`src/rtl/sram_march_bist.sv`:
```
// March C- built-in self-test initiator for a single-port SRAM with a combinational read port.
// Each address gets one read-compare-write cycle per element; the first mismatch is captured and ends the run.
module sram_march_bist #(
  parameter int ADDR_WIDTH = 4,
  parameter int DATA_WIDTH = 8
) (
  input  logic                  clk,
  input  logic                  rst,
  input  logic                  start,
  output logic                  bist_busy,
  output logic                  bist_done,
  output logic                  bist_fail,
  output logic [ADDR_WIDTH-1:0] fail_addr,
  output logic [DATA_WIDTH-1:0] fail_data,
  output logic                  mem_we,
  output logic [ADDR_WIDTH-1:0] mem_addr,
  output logic [DATA_WIDTH-1:0] mem_wdata,
  input  logic [DATA_WIDTH-1:0] mem_rdata
);

  typedef enum logic [2:0] {
    IDLE, E0_W0, E1_R0W1, E2_R1W0, E3_R0W1, E4_R1W0, E5_R0, DONE
  } state_t;

  localparam logic [ADDR_WIDTH-1:0] ADDR_LAST = '1;

  state_t                r_state;
  logic [ADDR_WIDTH-1:0] r_addr;

  logic                  w_active;
  logic                  w_check;
  logic                  w_descend;
  logic                  w_last;
  logic                  w_mismatch;
  logic [DATA_WIDTH-1:0] w_expect;

  // NOTE: every signal gets a value before any condition so no latch is inferred.
  always_comb begin
    w_active   = r_state inside {E0_W0, E1_R0W1, E2_R1W0, E3_R0W1, E4_R1W0, E5_R0};
    w_check    = r_state inside {E1_R0W1, E2_R1W0, E3_R0W1, E4_R1W0, E5_R0};
    w_descend  = r_state inside {E3_R0W1, E4_R1W0, E5_R0};
    w_last     = w_descend ? (r_addr == '0) : (r_addr == ADDR_LAST);
    w_expect   = '0;
    if (r_state inside {E2_R1W0, E4_R1W0}) w_expect = '1;
    // The old word is still visible on mem_rdata because the write lands at the next edge.
    w_mismatch = w_check && (mem_rdata != w_expect);
    mem_we     = w_active && (r_state != E5_R0) && !w_mismatch;
    mem_addr   = w_active ? r_addr : '0;
    mem_wdata  = '0;
    if (r_state inside {E1_R0W1, E3_R0W1}) mem_wdata = '1;
  end

  // NOTE: sequential state uses non-blocking assignments so every register samples pre-edge values.
  always_ff @(posedge clk or posedge rst) begin
    if (rst) begin
      r_state   <= IDLE;
      r_addr    <= '0;
      bist_busy <= 1'b0;
      bist_done <= 1'b0;
      bist_fail <= 1'b0;
      fail_addr <= '0;
      fail_data <= '0;
    end else begin
      case (r_state)
        IDLE, DONE: begin
          if (start) begin
            r_state   <= E0_W0;
            r_addr    <= '0;
            bist_busy <= 1'b1;
            bist_done <= 1'b0;
            bist_fail <= 1'b0;
            fail_addr <= '0;
            fail_data <= '0;
          end
        end
        default: begin
          if (w_mismatch) begin
            r_state   <= DONE;
            r_addr    <= '0;
            bist_busy <= 1'b0;
            bist_done <= 1'b1;
            bist_fail <= 1'b1;
            fail_addr <= r_addr;
            fail_data <= mem_rdata;
          end else if (w_last) begin
            case (r_state)
              E0_W0:   begin r_state <= E1_R0W1; r_addr <= '0;        end
              E1_R0W1: begin r_state <= E2_R1W0; r_addr <= '0;        end
              E2_R1W0: begin r_state <= E3_R0W1; r_addr <= ADDR_LAST; end
              E3_R0W1: begin r_state <= E4_R1W0; r_addr <= ADDR_LAST; end
              E4_R1W0: begin r_state <= E5_R0;   r_addr <= ADDR_LAST; end
              default: begin
                r_state   <= DONE;
                r_addr    <= '0;
                bist_busy <= 1'b0;
                bist_done <= 1'b1;
              end
            endcase
          end else begin
            r_addr <= w_descend ? (r_addr - 1'b1) : (r_addr + 1'b1);
          end
        end
      endcase
    end
  end

endmodule

```
`config.mk`:
```
export PLATFORM = sky130hd
export DESIGN_NAME = sram_march_bist
export DESIGN_NICKNAME = d
export VERILOG_FILES = /design/src/rtl/sram_march_bist.sv
export SDC_FILE = /design/constraint.sdc
export NUM_CORES = 1
export LEC_CHECK = 0
export BUFFER_PORTS_ARGS = -buffer_cell sky130_fd_sc_hd__clkbuf_2
export CORE_ASPECT_RATIO = 0.75
export CORE_MARGIN = 2
export CORE_UTILIZATION = 55
export DETAILED_ROUTE_END_ITERATION = 12
export GPL_ROUTABILITY_DRIVEN = 0
export PLACE_DENSITY = 0.84
export SYNTH_ARGS = -nofsm -noshare
export SYNTH_HDL_FRONTEND = slang
export SYNTH_SLANG_ARGS = --single-unit
```
`constraint.sdc`:
```
create_clock -name clk -period 3.26 [get_ports clk]
set_input_delay 0 -clock clk [delete_from_list [all_inputs] [get_ports clk]]
set_output_delay 0 -clock clk [all_outputs]
set_load 0.05 [all_outputs]
```
# ---- Word level (Yosys, flattened, before mapping)
# Cells that the tools add are included.
dict set report classes {
  n_eq_ne 12
  n_mux 32
  reduce_logical 19
  addsub 2
}
# cell count
set op_table {}
lappend op_table {{$mux W8} 5}
lappend op_table {{$mux W4} 9}
lappend op_table {{$pmux W3 S5} 1}
lappend op_table {{$mux W1} 13}
lappend op_table {{$eq A3 B3 Y1 const B} 4}
lappend op_table {{$mux W3} 4}
lappend op_table {{$ne A8 B8 Y1} 1}
lappend op_table {{$eq A3 B2 Y1 const B} 2}
lappend op_table {{$reduce_bool A2 Y1} 3}
lappend op_table {{$reduce_bool A3 Y1} 2}
lappend op_table {{$reduce_bool A6 Y1} 1}
lappend op_table {{$reduce_bool A5 Y1} 1}
lappend op_table {{$reduce_or A5 Y1} 1}
lappend op_table {{$add A4 B1 Y4 const B} 1}
lappend op_table {{$eq A4 B4 Y1 const B} 1}
lappend op_table {{$logic_not A4 Y1} 1}
lappend op_table {{$reduce_and A2 Y1} 2}
lappend op_table {{$sub A4 B1 Y4 const B} 1}
lappend op_table {{$eq A3 B1 Y1 const B} 1}
lappend op_table {{$logic_and A1 B1 Y1} 3}
lappend op_table {{$logic_not A3 Y1} 1}
lappend op_table {{$ne A3 B1 Y1 const B} 1}
lappend op_table {{$ne A3 B3 Y1 const B} 1}
lappend op_table {{$reduce_and A3 Y1} 1}
lappend op_table {{4 further kinds} 4}
dict set report totals {
  regBits 22
  out_inout_bits 28
  in_bits 11
  elab_cells 72
}

# ---- Longest topological paths before layout
# Gate-level depths: netlist of the first run.
dict set report depth {
  depth_word 7
  ltp_mapped 10
  mapped_depth_nobuf 9
}

# ---- Least setup slack after synthesis of the first run
# No wires, ideal clock.
dict set report synth_timing {
  path_type {register to output}
  startpoint {register r_state[2]}
  endpoint {output port mem_we}
  path_slack_ps 1052
  t_arrival_ps 2208
  path_buffers 1
  t_required_ps 3260
  stages_incl_launch_ff 6
  path_cell_list {dfrtp_1 > buf_6 > xnor2_1 > nor4_1 > a211oi_4 > nor3_1}
}
dict set report synth_via {
  elab_chain_cells 7
  word_cells_on_any_way 16
  classes_between {eq/ne (8); mux (1); reduce/logical (7)}
}
# item line_no
set synth_lines {}
lappend synth_lines {{start, declared} 27} ;# state_t r_state;
lappend synth_lines {{start signal, assigned} 56} ;# r_state <= IDLE;
lappend synth_lines {{start signal, assigned} 67} ;# r_state <= E0_W0;
lappend synth_lines {{start signal, assigned} 78} ;# r_state <= DONE;
lappend synth_lines {{$eq A3 B2 Y1 or $eq A3 B3 Y1 (tied branches)} {39, 40, 44}}
lappend synth_lines {{$reduce_bool A2 Y1} 44} ;# if (r_state inside {E2_R1W0, E4_R1W0}) w_expect = '1;
lappend synth_lines {{$mux W8} 44}
lappend synth_lines {{$ne A8 B8 Y1} 46} ;# w_mismatch = w_check && (mem_rdata != w_expect);
lappend synth_lines {{$logic_and A1 B1 Y1} 46}
lappend synth_lines {{$logic_not A1 Y1} 47} ;# mem_we = w_active && (r_state != E5_R0) && !w_mismatch;
lappend synth_lines {{$logic_and A1 B1 Y1 *} 47}
lappend synth_lines {{end, declared} 15} ;# output logic mem_we,
# Every way passes the cells marked *; elsewhere a longest branch is shown, timed or not.

# ---- Final worst setup path of the first run
dict set report layout_timing {
  startpoint {register r_state[1]}
  endpoint {register r_addr[3]}
}
dict set report layout_via {
  elab_chain_cells 7
  word_cells_on_any_way 22
  classes_between {eq/ne (8); mux (7); reduce/logical (7)}
}
# item line_no
set layout_lines {}
lappend layout_lines {{$eq A3 B2 Y1 or $eq A3 B3 Y1 (tied branches)} --}
lappend layout_lines {{$reduce_bool A2 Y1} 44}
lappend layout_lines {{$mux W8} 44}
lappend layout_lines {{$ne A8 B8 Y1} 46}
lappend layout_lines {{$logic_and A1 B1 Y1} 46}
lappend layout_lines {{$mux W4} 77} ;# if (w_mismatch) begin
lappend layout_lines {{$mux W4} 64} ;# case (r_state)
lappend layout_lines {{end signal, assigned} 100} ;# r_addr <= w_descend ? (r_addr - 1'b1) : (r_addr + 1'b1);
lappend layout_lines {{end, declared} 28} ;# logic [ADDR_WIDTH-1:0] r_addr;
# Several ways; a longest one is shown, not always the timed one.
# A chain may end at the register's enable or synchronous reset.

==> metrics list, run 1 <==
* Run status: finished, final reports clean
- In this run the count of I/O pins placed on the die edge is 39.
* FP Rows: 15
* RSZ-0062 raised after global routing: no
* Maximum operating frequency: 425 MHz
- Antenna Diode Count: 0
- CTS built an H-tree with a depth of 1.
* Cells traversed along the worst timing path: inv_1 > ha_1 > nand2b_1 > ha_1 > a21o_1 > a21oi_1 > xnor2_1 > mux2i_1 > o32ai_1
* Violation count after the first detailed-routing iteration: 93
* Share of final-layout standard cells stronger than drive strength 1: 33.3%
- Critical path launch point type: flip-flop
- Dividing the detail-routed wire length by the instance count gives 14.9 um.
* Fin. max-slew vios: 0
- Dividing the detail-routed via count by the number of cells gives 5.69.
* Headroom to the max-slew limit: 45.4%
- In this run, synthesis inferred 0 flip-flops with an integrated enable.
- Gates resized, CTS repair: 0
* Port bufs: 38
- Wire length after detailed routing: 3050 um
- Register-to-Register Path Depth: 9
- Top cell by count, worst path: ha_1
- In this run the biggest area consumer among cell types represents 41.0% of the synthesized area.
* Gate Count Post-Synth: 134
* Post-layout min period: 2350 ps
- Area of the die: 2850 sq um
* Number of global-route vias before repair: 988
- Critical Path AT: 2540 ps
- Most common flop cell mapped by yosys: dfrtp_1
* Root cell of the clock tree: clkbuf_4
- Count of final setup violators: 0
* Cell area after technology mapping: 1340 sq um
- Number of storage elements in the synthesis netlist: 22
- Maximum fanout count along the critical path: 9
* Detailed Place HPWL: 2160 um
* Critical path type: reg2reg
- Required time worst endpoint: 3450 ps
- DIE WIDTH: 61.0 um
- Worst Skew: 1.18 ps
- Antenna Violating Nets Remaining: 0
- The layout has 195 filler cells.
- Antenna violations before repair: 0
- In this run the mean area of a mapped cell was 10.0 sq um.
* Gr ovfl total: 0
- Yosys instantiated no cell more often than dfrtp_1.
- First-pass GRT wire length: 4670 um
- Number of detailed-routing iterations run before antenna repair: 4
- Layout area overhead: 19.0%
- After clock tree synthesis, the setup repair step added 0 buffers.
- Clock insertion delay at the later pin of the skew report: 300 ps
- Entering global routing, the biggest net connects 23 pins.
- Post-detailed-route DRC marker count: 0
- Counting distinct cell types in the post-synthesis netlist gives 43.
- Critical path startpoint: r_state[1]
- Buffers from clock root to sink, at most: 2
* Area of the core: 2310 sq um
* Number of nets in the layout: 188
- dfrtp_1 takes more of the synthesized area than any other cell.
- Critical register-to-register path startpoint: r_state[1]
- Area contributors post-synth: dfrtp_1 (41%), a22o_2 (7.5%), buf_4 (4.5%), ha_1 (2.8%), a21oi_1 (2.6%)
- The final-report hold violation count came to 0.
* Slew @ Worst Pin: 817 ps
* CTS tree: done
* Longest individual stage delay on the worst path: 510 ps
- When the netlist entered floorplanning its net count stood at 149.
* Number of warning messages in the yosys log: 0
* Effective utilization at floorplan: 58.1%
- Height of the chip: 46.8 um
- Slowest cell on the critical path: dfrtp_1
- Setup slack of the worst register-to-register path: 910 ps
- Clock Sink Count: 22
- Overall global routing resource usage: 22.7%
- The min-delay analysis places its worst path in the category in2async.
- Proportion of synthesized chip area in sequential cells: 41.0%
- Clock-pin slew of the registers on the worst-case setup and hold paths: 110 ps
- Summed over all failing endpoints, the final setup total negative slack is 0 ps.
* Sort of element at the end of the critical path: flip-flop
- Max-capacitance violation count: 0
* Tcrit/Tclk final: 72.2%
* Synth cell count leaders: dfrtp_1 (22), a22o_2 (10), nand2_1 (9)
- Across all layers, the routed design uses 1167 vias.
- In the synthesized netlist the async set-or-reset flop fraction comes to 100%.
* Total clock buffers created by CTS: 3
==> placed cells by master, fill, tap and decap left out, types with 2 or more instances in the layout <==
cell	count
ha_1	3
nand2b_1	2
nand2_1	9
clkbuf_4	3
dlygate4sd3_1	10
a32o_1	3
inv_1	8
nor2_1	8
nor4_1	5
nor3_1	2
xnor2_1	2
o2bb2ai_1	2
and2_1	3
a22o_1	2
o21ai_0	4
nand3_1	2
clkbuf_2	38
a22o_2	10
nand4_1	2
a21oi_1	7
dfrtp_1	22
o31ai_1	2
a21o_1	3
==> state kept, by name, indices dropped and copies added, names as in the netlist <==
name,cells
bist_fail,1
fail_addr,4
bist_busy,1
r_addr,4
bist_done,1
fail_data,8
r_state,3
==> final timing paths <==
kind / endpoint
max: r_addr[3]
min: fail_addr[3]
max reg2reg: r_addr[3]
min reg2reg: bist_fail
max in group asynchronous: bist_fail
min in group clk: fail_data[6]
==> area by class of cell <==
cell class / instances / area (sq um) / area share, %
clock buffer: 3 / 22.5 / 1.41
inverter: 8 / 30.0 / 1.88
multi-input combinational: 90 / 661 / 41.4
sequential: 22 / 551 / 34.5
tap: 34 / 42.5 / 2.66
timing repair buffer: 48 / 290 / 18.2
==> worst max-delay path: cells and delay by family, from the launching register on <==
family,cells,cell delay (ps)
adders and majority gates,2,560
DFF,1,510
AOI/OAI and AO/OA,3,450
and+or+nand+nor,1,210
muxes,1,210
xor gates and xnor gates,1,160
buffers and inverters,1,130
==> layer usage <==
layer  vias up  global-route usage [%]  share of wire [%]  wire length, um
li1        565                       -                  -                -
met1       554                    33.5                 45             1370
met2        43                    34.7                 47             1440
met3         5                    5.23                7.0              212
met4         0                    3.91               0.92               28
met5         -                       0                  0                0
==> what timing repair did <==
| item | 4_1_cts | 5_1_grt |
|---|---|---|
| hold buffers | 10 | 0 |
| setup endpoints to repair | 0 | 0 |
| hold endpoints to repair | 31 | 0 |
==> cells by family (layout without fill, tap and decap cells) <==
family                   Yosys count  in the layout  synth area share (%)
XOR/XNOR                           3              3                  1.96
flip-flops                        22             22                  41.0
adder cells (fa/ha/maj)            4              4                  4.29
AO/OA/AOI/OAI                     44             44                  27.2
AND/OR/NAND/NOR                   38             38                  15.0
multiplexers                       1              1                 0.746
buffers and inverters             22             59                  9.70
==> through the flow <==
| stage | util (%) | worst slack [ps] | cell area, sq um | hold WS [ps] | cells |
|---|---|---|---|---|---|
| 2_1_floorplan | - | 1050 | 1340 | -10.8 | 134 |
| 3_3_place_gp | 63.8 | 1050 | 1470 | 149 | 192 |
| 3_5_place_dp | 63.8 | 942 | 1470 | 165 | 192 |
| 4_1_cts | 69.2 | 921 | 1600 | 385 | 205 |
| 5_1_grt | 69.2 | 786 | 1600 | 467 | 205 |
| 6_report | 69.2 | 905 | 1600 | 370 | 205 |
Power of run 1 is not shown: default switching activity piles up to over one toggle a cycle in this logic, so the estimate is an artifact.
==> run 2: changes to the inputs <==
Settings changed: CORE_UTILIZATION 55 to 46, PLACE_DENSITY 0.84 to 0.75.
Clock period 3.26 ns to 1.91 ns, I/O delays scaled along.
==> metrics list, run 2 (same netlist as run 1, synthesis figures left out) <==
- Largest register FFs: 8 (unchanged)
- Headroom to the max-slew limit: 45.1% (-0.31 points)
* Count of final setup violators: 0 (unchanged)
- The multi-input combinational cell area came to 818 sq um (+24%).
* Register with the most flip-flops: fail_data
- Critical Path AT: 2050 ps (-490 ps)
- Run status: finished, final reports clean
* Area of the die: 3370 sq um (+18%)
- Slowest cell on the critical path: dfrtp_2
- The detailed-route DRC error count was 0 (unchanged).
- Antenna Violating Nets Remaining: 0 (unchanged)
- The all-layer global routing usage was 23.2% (+0.54 points).
- The filler cell count in the final layout came to 200 (+2.6%).
- Clock Sink Count: 22 (unchanged)
- Worst Skew: 1.29 ps (+0.105 ps)
- The minimum setup slack after placement is -75.0 ps (-1020 ps).
- The top fanout value on the critical path is 6 (-3).
- Slack of the critical path: 10.5 ps (-895 ps)
- Sort of element at the end of the critical path: flip-flop
- The worst setup path is launched from a flip-flop.
- The fraction of final layout cells sized beyond drive strength 1 was 55.1% (+22 points).
- The global routing met1 resource utilization is 30.5% (-3.0 points).
* Met3 Resource Use GR: 4.71% (-0.53 points)
* Vias per std cell: 5.90 (+3.6%)
- The shortest period the worst path allows came to 1900 ps (-455 ps).
- The final period utilization is 99.5% (+27 points).
- The most numerous cell type found on the critical path is buf_6.
- The final non-filler cell area was 1890 sq um (+18%).
- Effective utilization at floorplan: 50.0% (-8.1 points)
- By startpoint and endpoint, the worst setup path is classified as reg2reg.
- Pin count of the biggest net entering global routing: 23 (unchanged)
- The number of antenna violations at the first check in global routing came to 0 (unchanged).
* RSZ-0062 raised after global routing: yes
- The number of antenna diodes is 0 (unchanged).
- The data required time at the worst endpoint came to 2060 ps (-1390 ps).
- Longest individual stage delay on the worst path: 460 ps (-50 ps)
* Layout area overhead: 41.0%
- Wire length after detailed routing: 3980 um (+30%)
- WL/cell: 18.0 um (+21%)
- The number of pins with negative max-slew slack in the final report was 0 (unchanged).
- Gr ovfl total: 0 (unchanged)
- Number of failing hold endpoints at the final stage: 0 (unchanged)
- Number of global-route vias before repair: 1235 (+25%)
- Total cell area at the placement stage: 1590 sq um (+7.6%)
* Most heavily used metal layer in global routing: met2
- Clock insertion delay at the later pin of the skew report: 260 ps (-40 ps)
* Root cell of the clock tree: clkbuf_8
- The met2 capacity usage during global routing was 40.2% (+5.5 points).
- Commonest cells after routing, fill and taps aside: clkbuf_2 (33), dfrtp_1 (20), buf_4 (18)
- Port bufs: 38 (unchanged)
* Maximum operating frequency: 526 MHz (+24%)
* Ports: 39 (unchanged)
* Violation count after the first detailed-routing iteration: 115 (+24%)
- The post-DP HPWL came to 2670 um (+24%).
- Height of the chip: 50.8 um (+8.6%)
- Number of detailed-routing iterations run before antenna repair: 4 (unchanged)
- The core footprint is 2680 sq um (+16%).
* Vias after detailed routing: 1304 (+12%)
- The number of nets in the final layout came to 201 (+6.9%).
- Leading cell type in the layout, fill and taps excluded: clkbuf_2
- The transition time at the pin with the least slew margin came to 822 ps (+4.65 ps).
* Cells traversed along the worst timing path: buf_6 > xnor2_4 > o211a_1 > a211oi_4 > buf_6 > o21ai_4 > a22o_2
- Grouping stages by cell kind, the critical path spends the most delay in compound AO/OA/AOI/OAI gates.
- Max-capacitance violation count: 0 (unchanged)
* Total clock buffers created by CTS: 3 (unchanged)
* Hold crit path type: in2reg
- Setup slack of the worst register-to-register path: 10 ps (-890 ps)
- CTS tree: done
- Biggest registers after layout: fail_data x8, fail_addr x4, r_addr x4
* Htree depth: 1 (unchanged)
* Clock-pin slew of the registers on the worst-case setup and hold paths: 70 ps (-40 ps)
- Buffers from clock root to sink, at most: 2 (unchanged)
- The width of the die was 66.4 um (+8.7%).
- The footprint of the flip-flops and latches is 553 sq um (+0.45%).
- The count of buffer and inverter cells on the critical path is 2 (+1).
- First-pass GRT wire length: 5950 um (+27%)
- The number of rows created at floorplan was 16 (+1).
## run 2: cell types whose count changed in the layout (fill, tap and decap cells not counted), sizes merged
cell | previous run | this run
and2 | 4 | 5
clkinvlp | 0 | 1
o21ai | 5 | 6
dlygate4sd3 | 10 | 1
inv | 8 | 7
clkbuf | 41 | 38
buf | 0 | 24
## run 2: per-stage QoR
stage	hold slack [ps]	utilization (%)	cells	setup TNS (ps)
3_3_place_gp	164	59.1	206	-14.6
5_1_grt	11.1	70.5	221	-240
4_1_cts	7.47	64.5	215	-21.1
2_1_floorplan	-10.8	-	134	-96.9
3_5_place_dp	189	59.1	206	-716
6_report	13.2	70.5	221	0
## run 2: area by class of cell
| class | count | share of cell area [%] |
|---|---|---|
| clock buffers | 4 | 2.91 |
| multi-input cells | 92 | 43.3 |
| repair buffers | 59 | 20.4 |
| flip-flops and latches | 22 | 29.3 |
| inverters | 8 | 1.79 |
| well taps | 36 | 2.38 |
## run 2: routing by layer
layer | vias to the layer above | routed length [um] | share of wire [%]
li1 | 598 | - | -
met1 | 630 | 1690 | 43
met2 | 71 | 1930 | 49
met3 | 5 | 316 | 7.9
met4 | 0 | 34 | 0.85
met5 | - | 0 | 0
## run 2: path summary, 6_finish.rpt
kind / depth (start not counted) / startpoint / end
worst max register to register: 7 / r_state[2] / fail_data[3]
worst min-delay path: 2 / mem_rdata[4] / fail_data[4]
min in group asynchronous: 3 / rst / fail_data[4]
max in group asynchronous: 3 / rst / r_state[1]
worst min register to register: 1 / bist_done / bist_done
worst max-delay path: 7 / r_state[2] / fail_data[3]
## run 2: timing repair
| action | in CTS | in global routing |
|---|---|---|
| hold buffers | 1 | 0 |
| setup buffers | 4 | 4 |
| gates resized for setup | 12 | 30 |
| endpoints found under the hold margin | 22 | 0 |
| gates cloned | 0 | 2 |
| pin swaps | 5 | 10 |
| endpoints found under the setup margin | 20 | 27 |
Power of run 2 is left out for the same reason.
